## config.mk

```make
export PLATFORM = sky130hd
export DESIGN_NAME = shreg_load_ctrl
export DESIGN_NICKNAME = d
export VERILOG_FILES = /design/src/rtl/shreg_ctrl_pkg.sv /design/src/rtl/bit_tick_gen.sv /design/src/rtl/shreg_load_ctrl.sv
export SDC_FILE = /design/constraint.sdc
export NUM_CORES = 1
export LEC_CHECK = 0
export ABC_CLOCK_PERIOD_IN_PS = 1300
export CORE_MARGIN = 5
export CORE_UTILIZATION = 30
export DETAILED_ROUTE_END_ITERATION = 8
export SYNTH_ARGS = -nofsm -noshare
export SYNTH_HDL_FRONTEND = slang
export SYNTH_HIERARCHICAL = 1
export SYNTH_SLANG_ARGS = --single-unit
```

## constraint.sdc

```tcl
create_clock -name CLK -period 1.3 [get_ports CLK]
set_input_delay 0.26 -clock CLK [delete_from_list [all_inputs] [get_ports CLK]]
set_output_delay 0.26 -clock CLK [all_outputs]
set_load 0.1 [all_outputs]
```

## src/rtl/shreg_ctrl_pkg.sv

```systemverilog
// Shared definitions for the shift-chain load sequencer: FSM state encoding
// and a constant-evaluable ceiling-log2 used to size counters.
package shreg_ctrl_pkg;

  typedef enum logic [1:0] {
    S_IDLE  = 2'd0,
    S_SHIFT = 2'd1,
    S_LATCH = 2'd2
  } state_t;

  // Bits needed to hold the values 0..n-1; returns 0 for n <= 1.
  function automatic int clog2(input int n);
    int r;
    int v;
    r = 0;
    v = n - 1;
    while (v > 0) begin
      r = r + 1;
      v = v >> 1;
    end
    return r;
  endfunction

endpackage

```

## src/rtl/bit_tick_gen.sv

```systemverilog
// Bit-period prescaler: counts 0..DIV-1 while enabled, TICK marks the last
// cycle of a period, TICK_NEXT predicts TICK one cycle ahead.
module bit_tick_gen
  import shreg_ctrl_pkg::*;
#(
  parameter int DIV = 1
) (
  input  logic CLK,
  input  logic CLR,
  input  logic CLEAR,
  input  logic ENABLE,
  output logic TICK,
  output logic TICK_NEXT
);

  localparam int CW = (DIV > 1) ? clog2(DIV) : 1;
  localparam logic [CW-1:0] LAST = CW'(DIV - 1);

  logic [CW-1:0] count;
  logic [CW-1:0] count_next;

  always_comb begin
    count_next = count;
    if (CLEAR) begin
      count_next = '0;
    end else if (ENABLE) begin
      count_next = (count == LAST) ? '0 : count + CW'(1);
    end
  end

  always_ff @(posedge CLK or negedge CLR) begin
    if (!CLR) begin
      count <= '0;
    end else begin
      count <= count_next;
    end
  end

  assign TICK      = (count == LAST);
  // Lets the controller register SHIFT_EN so it rises in the tick cycle itself.
  assign TICK_NEXT = (count_next == LAST);

endmodule

```

## src/rtl/shreg_load_ctrl.sv

```systemverilog
// Loads a parallel word serially into a DFF shift chain: SDO + SHIFT_EN per bit,
// then LATCH/DONE. Define SHREG_LOAD_CTRL_MSB_FIRST_EN to send MSB first.
module shreg_load_ctrl
  import shreg_ctrl_pkg::*;
#(
  parameter int WIDTH = 4,
  parameter int DIV   = 1
) (
  input  logic             CLK,
  input  logic             CLR,
  input  logic             START,
  input  logic             ABORT,
  input  logic [WIDTH-1:0] DIN,
  output logic             READY,
  output logic             BUSY,
  output logic             SDO,
  output logic             SHIFT_EN,
  output logic             LATCH,
  output logic             DONE,
  output logic [1:0]       STATE_DBG
);

  localparam int CW = clog2(WIDTH);
  localparam logic [CW-1:0] LAST_BIT = CW'(WIDTH - 1);

  state_t           state;
  logic [WIDTH-1:0] shadow;
  logic [CW-1:0]    bit_cnt;
  logic             tick;
  logic             tick_next;
  logic             pre_clear;
  logic             pre_enable;
  logic [WIDTH-1:0] load_rest;
  logic             load_lead;
  logic [WIDTH-1:0] shift_rest;
  logic             shift_lead;

  // The shadow holds only the bits not yet on SDO; SDO itself is the register
  // carrying the bit of the current period.
`ifdef SHREG_LOAD_CTRL_MSB_FIRST_EN
  assign load_lead  = DIN[WIDTH-1];
  assign load_rest  = {DIN[WIDTH-2:0], 1'b0};
  assign shift_lead = shadow[WIDTH-1];
  assign shift_rest = {shadow[WIDTH-2:0], 1'b0};
`else
  assign load_lead  = DIN[0];
  assign load_rest  = {1'b0, DIN[WIDTH-1:1]};
  assign shift_lead = shadow[0];
  assign shift_rest = {1'b0, shadow[WIDTH-1:1]};
`endif

  assign pre_clear  = (state != S_SHIFT) || ABORT;
  assign pre_enable = (state == S_SHIFT);

  bit_tick_gen #(.DIV(DIV)) u_tick (
    .CLK       (CLK),
    .CLR       (CLR),
    .CLEAR     (pre_clear),
    .ENABLE    (pre_enable),
    .TICK      (tick),
    .TICK_NEXT (tick_next)
  );

  // Handshake: START is taken on a rising edge where READY=1 and ABORT=0;
  // while BUSY, START is ignored and nothing is queued.
  always_ff @(posedge CLK or negedge CLR) begin
    if (!CLR) begin
      state    <= S_IDLE;
      shadow   <= '0;
      bit_cnt  <= '0;
      SDO      <= 1'b0;
      SHIFT_EN <= 1'b0;
      LATCH    <= 1'b0;
      DONE     <= 1'b0;
    end else begin
      case (state)
        S_IDLE: begin
          LATCH <= 1'b0;
          DONE  <= 1'b0;
          if (START && !ABORT) begin
            state    <= S_SHIFT;
            shadow   <= load_rest;
            bit_cnt  <= '0;
            SDO      <= load_lead;
            SHIFT_EN <= tick_next;
          end else begin
            SDO      <= 1'b0;
            SHIFT_EN <= 1'b0;
          end
        end
        S_SHIFT: begin
          if (ABORT) begin
            state    <= S_IDLE;
            SDO      <= 1'b0;
            SHIFT_EN <= 1'b0;
            LATCH    <= 1'b0;
            DONE     <= 1'b0;
          end else if (tick) begin
            shadow  <= shift_rest;
            bit_cnt <= bit_cnt + CW'(1);
            if (bit_cnt == LAST_BIT) begin
              state    <= S_LATCH;
              SDO      <= 1'b0;
              SHIFT_EN <= 1'b0;
              LATCH    <= 1'b1;
              DONE     <= 1'b1;
            end else begin
              SDO      <= shift_lead;
              SHIFT_EN <= tick_next;
            end
          end else begin
            SHIFT_EN <= tick_next;
          end
        end
        S_LATCH: begin
          state    <= S_IDLE;
          SDO      <= 1'b0;
          SHIFT_EN <= 1'b0;
          LATCH    <= 1'b0;
          DONE     <= 1'b0;
        end
        default: begin
          state    <= S_IDLE;
          SDO      <= 1'b0;
          SHIFT_EN <= 1'b0;
          LATCH    <= 1'b0;
          DONE     <= 1'b0;
        end
      endcase
    end
  end

  assign READY     = (state == S_IDLE);
  assign BUSY      = !READY;
  assign STATE_DBG = state;

endmodule

```

# == Word level (Yosys, flattened, before mapping) ==
# Cells that the tools add are included.
# word_totals
elab_cells,57
reg_bits,12
out_inout_bits,8
# op_classes
muxes,30
n_addsub,2
reduce_logical,9
n_bitwise,1
eq_ne,8
# op_table
op,count
$mux 1,15
$mux 2,7
$mux 4,3
$pmux 2 s2,2
$pmux 4 s2,1
$ne 2x1->1 const B,2
$ne 2x2->1 const B,2
$pmux 1 s2,2
$reduce_and 4->1,1
$ne 3x2->1 const B,1
$ne 3x3->1 const B,1
$reduce_and 3->1,1
$add 2x1->2 const B,1
$eq 2x1->1 const B,1
$eq 2x2->1 const B,1
$logic_not 1->1,2
$logic_not 2->1,1
$reduce_and 2->1,1
$reduce_bool 2->1,1
$add 1x1->1 const B,1
$logic_and 1x1->1,1
$logic_or 1x1->1,1
$not 1->1,1

# == Logic depth before layout (Yosys ltp) ==
# Gate-level depths: netlist of run 1.
# depth
word_depth,9
mapped_depth,5
ltp_nobuf,4

# == Hierarchy ==
# Netlist of run 1, hierarchy kept.
# modules_own_cells
mod,area_each_um2,seq_area_each_um2,cells_each,instances
shreg_load_ctrl,521.8,250.2,46,1
bit_tick_gen,45.0,25.0,4,1

# == Least setup slack after synthesis of run 1 ==
# OpenSTA, ideal clock, no wires.
# synth_timing
path_type,register -> output
start,"register state[0], in the netlist STATE_DBG[0]"
end,output port BUSY
arrival_time_ps,3287
required_ps,1040
n_path_buf,1
stages_incl_launch_ff,4
setup_slack_ps,-2247
cell_sequence,dfrtp_1 > buf_6 > nor2_1 > inv_1
# synth_via
elab_chain_len,2
# synth_rtl
element,line,text
from (decl),shreg_load_ctrl.sv:26,state_t state;
from (signal assigned),shreg_load_ctrl.sv:68,state <= S_IDLE;
from (signal assigned),shreg_load_ctrl.sv:81,state <= S_SHIFT;
from (signal assigned),shreg_load_ctrl.sv:93,state <= S_IDLE;
$logic_not 2->1,shreg_load_ctrl.sv:133,assign READY = (state == S_IDLE);
via READY,shreg_load_ctrl.sv:14,"output logic READY,"
$logic_not 1->1,shreg_load_ctrl.sv:134,assign BUSY = !READY;
to (decl),shreg_load_ctrl.sv:15,"output logic BUSY,"
# The timed path passes the listed nets, and every way through them passes these cells.

# == Worst setup path in the final report of run 1 ==
# layout_timing
start,"register state[1], in the netlist STATE_DBG[1]"
end,output port BUSY
# layout_via
elab_chain_len,2
# layout_rtl
element,line
$logic_not 2->1,shreg_load_ctrl.sv:133
$logic_not 1->1,shreg_load_ctrl.sv:134
# Every way passes these cells.

==> metrics, run 1 <==
min Tclk post-route 1.57 ns; met3 Use GR 0.0141; number of flops mapped to enable cells by yosys 0; met1 Use GR 0.122; internal power 0.686 mW; slowest stage delay, CP 0.48 ns; initial antenna violation count 0; instance count of the mapped netlist 50; dominant cells by area after synthesis dfrtp_1 49%, mux2_2 9.9%, buf_6 4.0%; Final Max Slew Viols 0; clk_lat worst skew 0.26 ns; layer with the highest usage met2; P_sw 0.352 mW; total placed instance area 936 µm²; Max Cap Violations 0; vias per inst 4.40; gr ovfl total 0; Worst Max-Slew Pin Slew 0.211 ns; Leakage 0.451 nW; Worst Path Buf+Inv 3; CTS tree built; worst vdd ir 0.519 mV; part of the power in registers 0.396; PortBufs 15; GRT met2 Usage 0.178; nets 90; synthesized flop and latch total 11; Ys Warns 6; slew margin rel. 0.859; failing checks negative setup slack; CP Launch Type register; die area 2860 µm²; GRT Util Overall 0.106; chip height 53.5 µm; Worst EP arrival 1.31 ns; Worst setup EP type primary output; Critical-path top delay cell dfrtp_4; status finished with violations; Unique masters post-synth 23; CTS sink count 11; via count 462; most common cell after layout, fill and taps aside buf_4; total CTS buffers 3; sequential share of the synthesized area 0.486; placer congestion estimate 0.752; dpl ws -0.279 ns; CP cell instances buf_6 > nor2_4 > clkinvlp_4 > buf_12; TritonRoute pass-1 iters 2; clock skew 0.00215 ns; WS Path Type reg -> out; multi-input logic area 318 µm²; switching share of total power 0.339; HPWL after DPL 1.00 mm; # DRC 0; drt initial violations 7; Die Width 53.5 µm; Clock Power Share 0.228; hold_buf cts 0; first-pass GRT wire length 2.13 mm; ys async rst share 1.00; PnR Total Power 1.04 mW; PD cells 1000 nW/µm²; non-filler cells, final 105; IO Pins 16; synthesized cell area 567 µm²; row count 15; Reg clk slew, reported paths 0.07 ns; Final WS setup -0.273 ns; Bufs on Longest Clock Path 2; cell family with most CP delay flip-flops; final hold violation count 0; P&R area growth vs syn 82.8%; vias in the first global route 492; most frequent cells in the layout 9 x buf_4, 8 x buf_12, 7 x dfrtp_1, 7 x clkdlybuf4s50_1; fillers 151; Tcrit/Tclk final 1.21; CTS H-Tree Depth 1; n_diodes 0; Final Setup Violations 10; largest area contributor in the netlist dfrtp_1; syn_area_per_cell 11.3 µm²; Hold WC Path Type in -> async; Gate power share 0.376; ANT nets after route 0; Starting Density 0.321; share of layout cells above drive strength 1 0.588; CP Max Fanout 3; RSZ-0062 raised after global routing yes; predominant post-synthesis flop cell dfrtp_1; CP Data Required Time 1.04 ns; Root Driver clkbuf_4; Synth top area share 0.486; Design Area, Final 1040 µm²; core area 1760 µm²; Cells after DPL 98; fmax 0.636 GHz; Avg WL per Cell 12.3 µm; Post-Syn Nets 59; pin count of the biggest net entering global routing 12; Routed Wire Length 1.29 mm; Hold Worst Slack 0.280 ns; storage element area 288 µm²
metal layers:
layer	up-vias	wire length [µm]	share of wire
li1	230	-	-
met1	219	578	0.45
met2	11	615	0.48
met3	2	65	0.051
met4	0	27	0.021
met5	-	0	0
power groups by stage:
stage / Combinational, mW / Sequential (mW) / Clock (mW)
final: 0.390 / 0.411 / 0.237
after global placement: 0.349 / 0.421 / 0
after global routing: 0.411 / 0.416 / 0.252
after CTS: 0.366 / 0.410 / 0.237
after floorplan: 0.177 / 0.465 / 0
after detailed placement: 0.352 / 0.422 / 0
worst paths after layout:
path,startpoint,endpoint,slack (ns),cells past startpoint
min,CLR,bit_cnt[1]$_DFFE_PN0P_,0.28,2
min reg2reg,bit_cnt[1]$_DFFE_PN0P_,bit_cnt[1]$_DFFE_PN0P_,0.52,2
min in group CLK,bit_cnt[1]$_DFFE_PN0P_,bit_cnt[1]$_DFFE_PN0P_,0.52,2
max,STATE_DBG[1]$_DFFE_PN0P_,BUSY,-0.27,4
max reg2reg,STATE_DBG[1]$_DFFE_PN0P_,bit_cnt[0]$_DFFE_PN0P_,-0.15,4
max in group asynchronous,CLR,STATE_DBG[1]$_DFFE_PN0P_,0.86,2
stage by stage:
stage,util,setup TNS (ns)
after floorplan,-,-2.86
after global placement,0.530,-1.73
after detailed placement,0.530,-1.84
after CTS,0.570,-1.55
after global routing,0.587,-1.66
final,0.587,-1.25
state kept, by name, summed over array words and instances (netlist names):
register	flops
DONE	1
SDO	1
SHIFT_EN	1
STATE_DBG	2
bit_cnt	2
shadow	3
u_tick/count	1
cell type report:
class / instances / share of cell area
clock buffer: 4 / 0.0254
sequential: 11 / 0.278
multi-input combinational: 32 / 0.307
tap: 25 / 0.0302
timing repair buffer: 29 / 0.342
inverter: 4 / 0.0181
cells in the mapped netlist (2+ instances only):
master	number
o21ai_0	3
dfrtp_1	11
inv_1	4
nor2_1	6
a21oi_1	2
nand2_1	2
buf_6	2
mux2_2	5
timing repair:
| item | in CTS | in global routing |
|---|---|---|
| hold endpoints to repair | 0 | 0 |
| setup endpoints to repair | 9 | 13 |
| gates resized for setup | 4 | 9 |
| pin swaps | 4 | 4 |
| setup buffers | 4 | 0 |
cell families (layout without fill, tap and decap cells):
family,after synthesis,after routing,synth area share
compound gates,8,8,0.102
flops,11,11,0.486
simple gates,17,17,0.172
buf+inv,7,37,0.0795
fa+ha+maj,1,1,0.0221
mux,6,6,0.139
Note: power is estimated with default switching activity, not from simulation.
==> run 2: changes to the inputs <==
--- a/config.mk
+++ b/config.mk
@@ -9,6 +9,7 @@
 export CORE_MARGIN = 5
 export CORE_UTILIZATION = 30
 export DETAILED_ROUTE_END_ITERATION = 8
+export GPL_TIMING_DRIVEN = 0
 export SYNTH_ARGS = -nofsm -noshare
 export SYNTH_HDL_FRONTEND = slang
 export SYNTH_HIERARCHICAL = 1
==> run 2 against run 1 <==
Effect of this change:
- the run still ends with negative setup slack left
- core utilization is 4.8 points lower
- global-route usage is 0.15 points higher
- count of clock-buffer cells in the layout stayed put
- wire length is 0.54% lower
- sequential cell count stayed put
- clock skew is 0.00056 ns lower
==> metrics, run 2 (same netlist as run 1, synthesis figures left out) <==
status finished with violations; failing checks negative setup slack; CP Max Fanout 4 (+1); part of the power in registers 0.403 (+0.007); row count 15 (unchanged); total placed instance area 807 µm² (-14%); CTS tree built; CTS H-Tree Depth 1 (unchanged); Final WS setup -0.267 ns (+0.00565 ns); clock skew 0.00160 ns (-0.000558 ns); clk_lat worst skew 0.26 ns (about the same); most common cell after layout, fill and taps aside buf_4; Hold Worst Slack 0.338 ns (+0.0581 ns); Die Width 53.5 µm (unchanged); IO Pins 16 (unchanged); Avg WL per Cell 12.4 µm (+1.4%); Reg clk slew, reported paths 0.07 ns (about the same); Tcrit/Tclk final 1.21 (-0.00435); setup_tns -1.53 ns (-0.286 ns); most frequent cells in the layout 8 x buf_4, 7 x dfrtp_1, 7 x clkdlybuf4s50_1; Starting Density 0.321 (unchanged); max reg flops 3 (unchanged); non-filler cells, final 103 (-1.9%); drt initial violations 5 (-2); RSZ-0062 raised after global routing yes; GRT met2 Usage 0.171 (-0.00612); Max Cap Violations 0 (unchanged); Root Driver clkbuf_4; slew margin rel. 0.651 (-0.208); vias in the first global route 487 (-1.0%); ANT nets after route 0 (unchanged); PD cells 1050 nW/µm² (+5.2%); layer with the highest usage met2; WS Path Type reg -> out; Final Max Slew Viols 0 (unchanged); first-pass GRT wire length 2.19 mm (+2.6%); Leakage 0.416 nW (-7.8%); CTS sink count 11 (unchanged); die area 2860 µm² (unchanged); Worst setup EP type primary output; multi-input logic area 302 µm² (-5.1%); # DRC 0 (unchanged); final hold violation count 0 (unchanged); dpl ws -0.870 ns (-0.591 ns); P_sw 0.338 mW (-4.1%); total CTS buffers 3 (unchanged); fmax 0.638 GHz (+0.36%); switching share of total power 0.337 (-0.00250); P&R area growth vs syn 67.8%; Bufs on Longest Clock Path 2 (unchanged); gr ovfl total 0 (unchanged); met1 Use GR 0.131 (+0.00938); n_diodes 0 (unchanged); pin count of the biggest net entering global routing 12 (unchanged); Design Area, Final 951 µm² (-8.2%); fillers 170 (+13%); worst vdd ir 0.378 mV (-27%); CP Launch Type register; Worst Max-Slew Pin Slew 0.522 ns (+0.311 ns); initial antenna violation count 0 (unchanged); hold_buf cts 0 (unchanged); core area 1760 µm² (unchanged); nets 88 (-2.2%); PortBufs 15 (unchanged); Routed Wire Length 1.28 mm (-0.54%); Cells after DPL 90 (-8.2%); TritonRoute pass-1 iters 2 (unchanged); Most flops, register shadow; CP Data Required Time 1.04 ns (about the same); vias per inst 4.39 (-0.26%); Worst EP arrival 1.31 ns (about the same); Gate power share 0.364 (-0.012); met3 Use GR 0.0141 (unchanged); Clock Power Share 0.233 (+0.005); Final Setup Violations 10 (unchanged); PnR Total Power 1.00 mW (-3.4%); GRT Util Overall 0.108 (+0.00151); Finished Core Util 0.539 (-0.0482); via count 452 (-2.2%); Hold WC Path Type in -> async; min Tclk post-route 1.57 ns (-0.00565 ns); placer congestion estimate 0.714 (-5.1%); storage element area 288 µm² (unchanged); internal power 0.665 mW (-3.0%); chip height 53.5 µm (unchanged); HPWL after DPL 910 µm (-9.1%); share of layout cells above drive strength 1 0.564 (-0.0234)
==> run 2: worst paths after layout <==
kind                                          startpoint                       end  slack (ns)  cells past startpoint
worst min-delay path                                 CLR  STATE_DBG[1]$_DFFE_PN0P_        0.34                      1
worst max register to register  STATE_DBG[0]$_DFFE_PN0P_    bit_cnt[0]$_DFFE_PN0P_       -0.22                      5
min in group CLK                  bit_cnt[1]$_DFFE_PN0P_    bit_cnt[1]$_DFFE_PN0P_        0.49                      2
worst max-delay path            STATE_DBG[0]$_DFFE_PN0P_                     READY       -0.27                      4
worst min register to register    bit_cnt[1]$_DFFE_PN0P_    bit_cnt[1]$_DFFE_PN0P_        0.49                      2
max in group asynchronous                            CLR  STATE_DBG[0]$_DFFE_PN0P_        0.57                      1
==> run 2: repair_timing <==
action,4_1_cts,5_1_grt
resized for setup,58,8
setup buffers,9,1
pin swaps,3,0
setup endpoints to repair,13,14
==> run 2: metal layers <==
| layer | wire [µm] | part of all wire |
|---|---|---|
| met1 | 558 | 0.44 |
| met2 | 624 | 0.49 |
| met3 | 77 | 0.060 |
| met4 | 19 | 0.015 |
| met5 | 0 | 0 |
==> run 2: area by class of cell <==
| class | count | area share |
|---|---|---|
| clock buffer | 4 | 0.0276 |
| inverter | 4 | 0.0197 |
| multi-input combinational | 32 | 0.317 |
| sequential | 11 | 0.303 |
| tap | 25 | 0.0329 |
| buffer | 2 | 0.0276 |
| timing repair buffer | 25 | 0.272 |
==> run 2: power groups by stage <==
| stage | registers [mW] | clock network [mW] | logic [mW] |
|---|---|---|---|
| 2_1_floorplan | 0.465 | 0 | 0.177 |
| 3_3_place_gp | 0.410 | 0 | 0.308 |
| 4_1_cts | 0.404 | 0.250 | 0.347 |
| 5_1_grt | 0.409 | 0.267 | 0.388 |
| 3_5_place_dp | 0.411 | 0 | 0.312 |
| 6_report | 0.404 | 0.234 | 0.365 |
==> run 2: worst max-delay path: stages (launching register included) <==
cell and delay [ns]:
dfrtp_4 0.48, buf_8 0.13, nor2_4 0.12, buf_4 0.15, buf_12 0.16
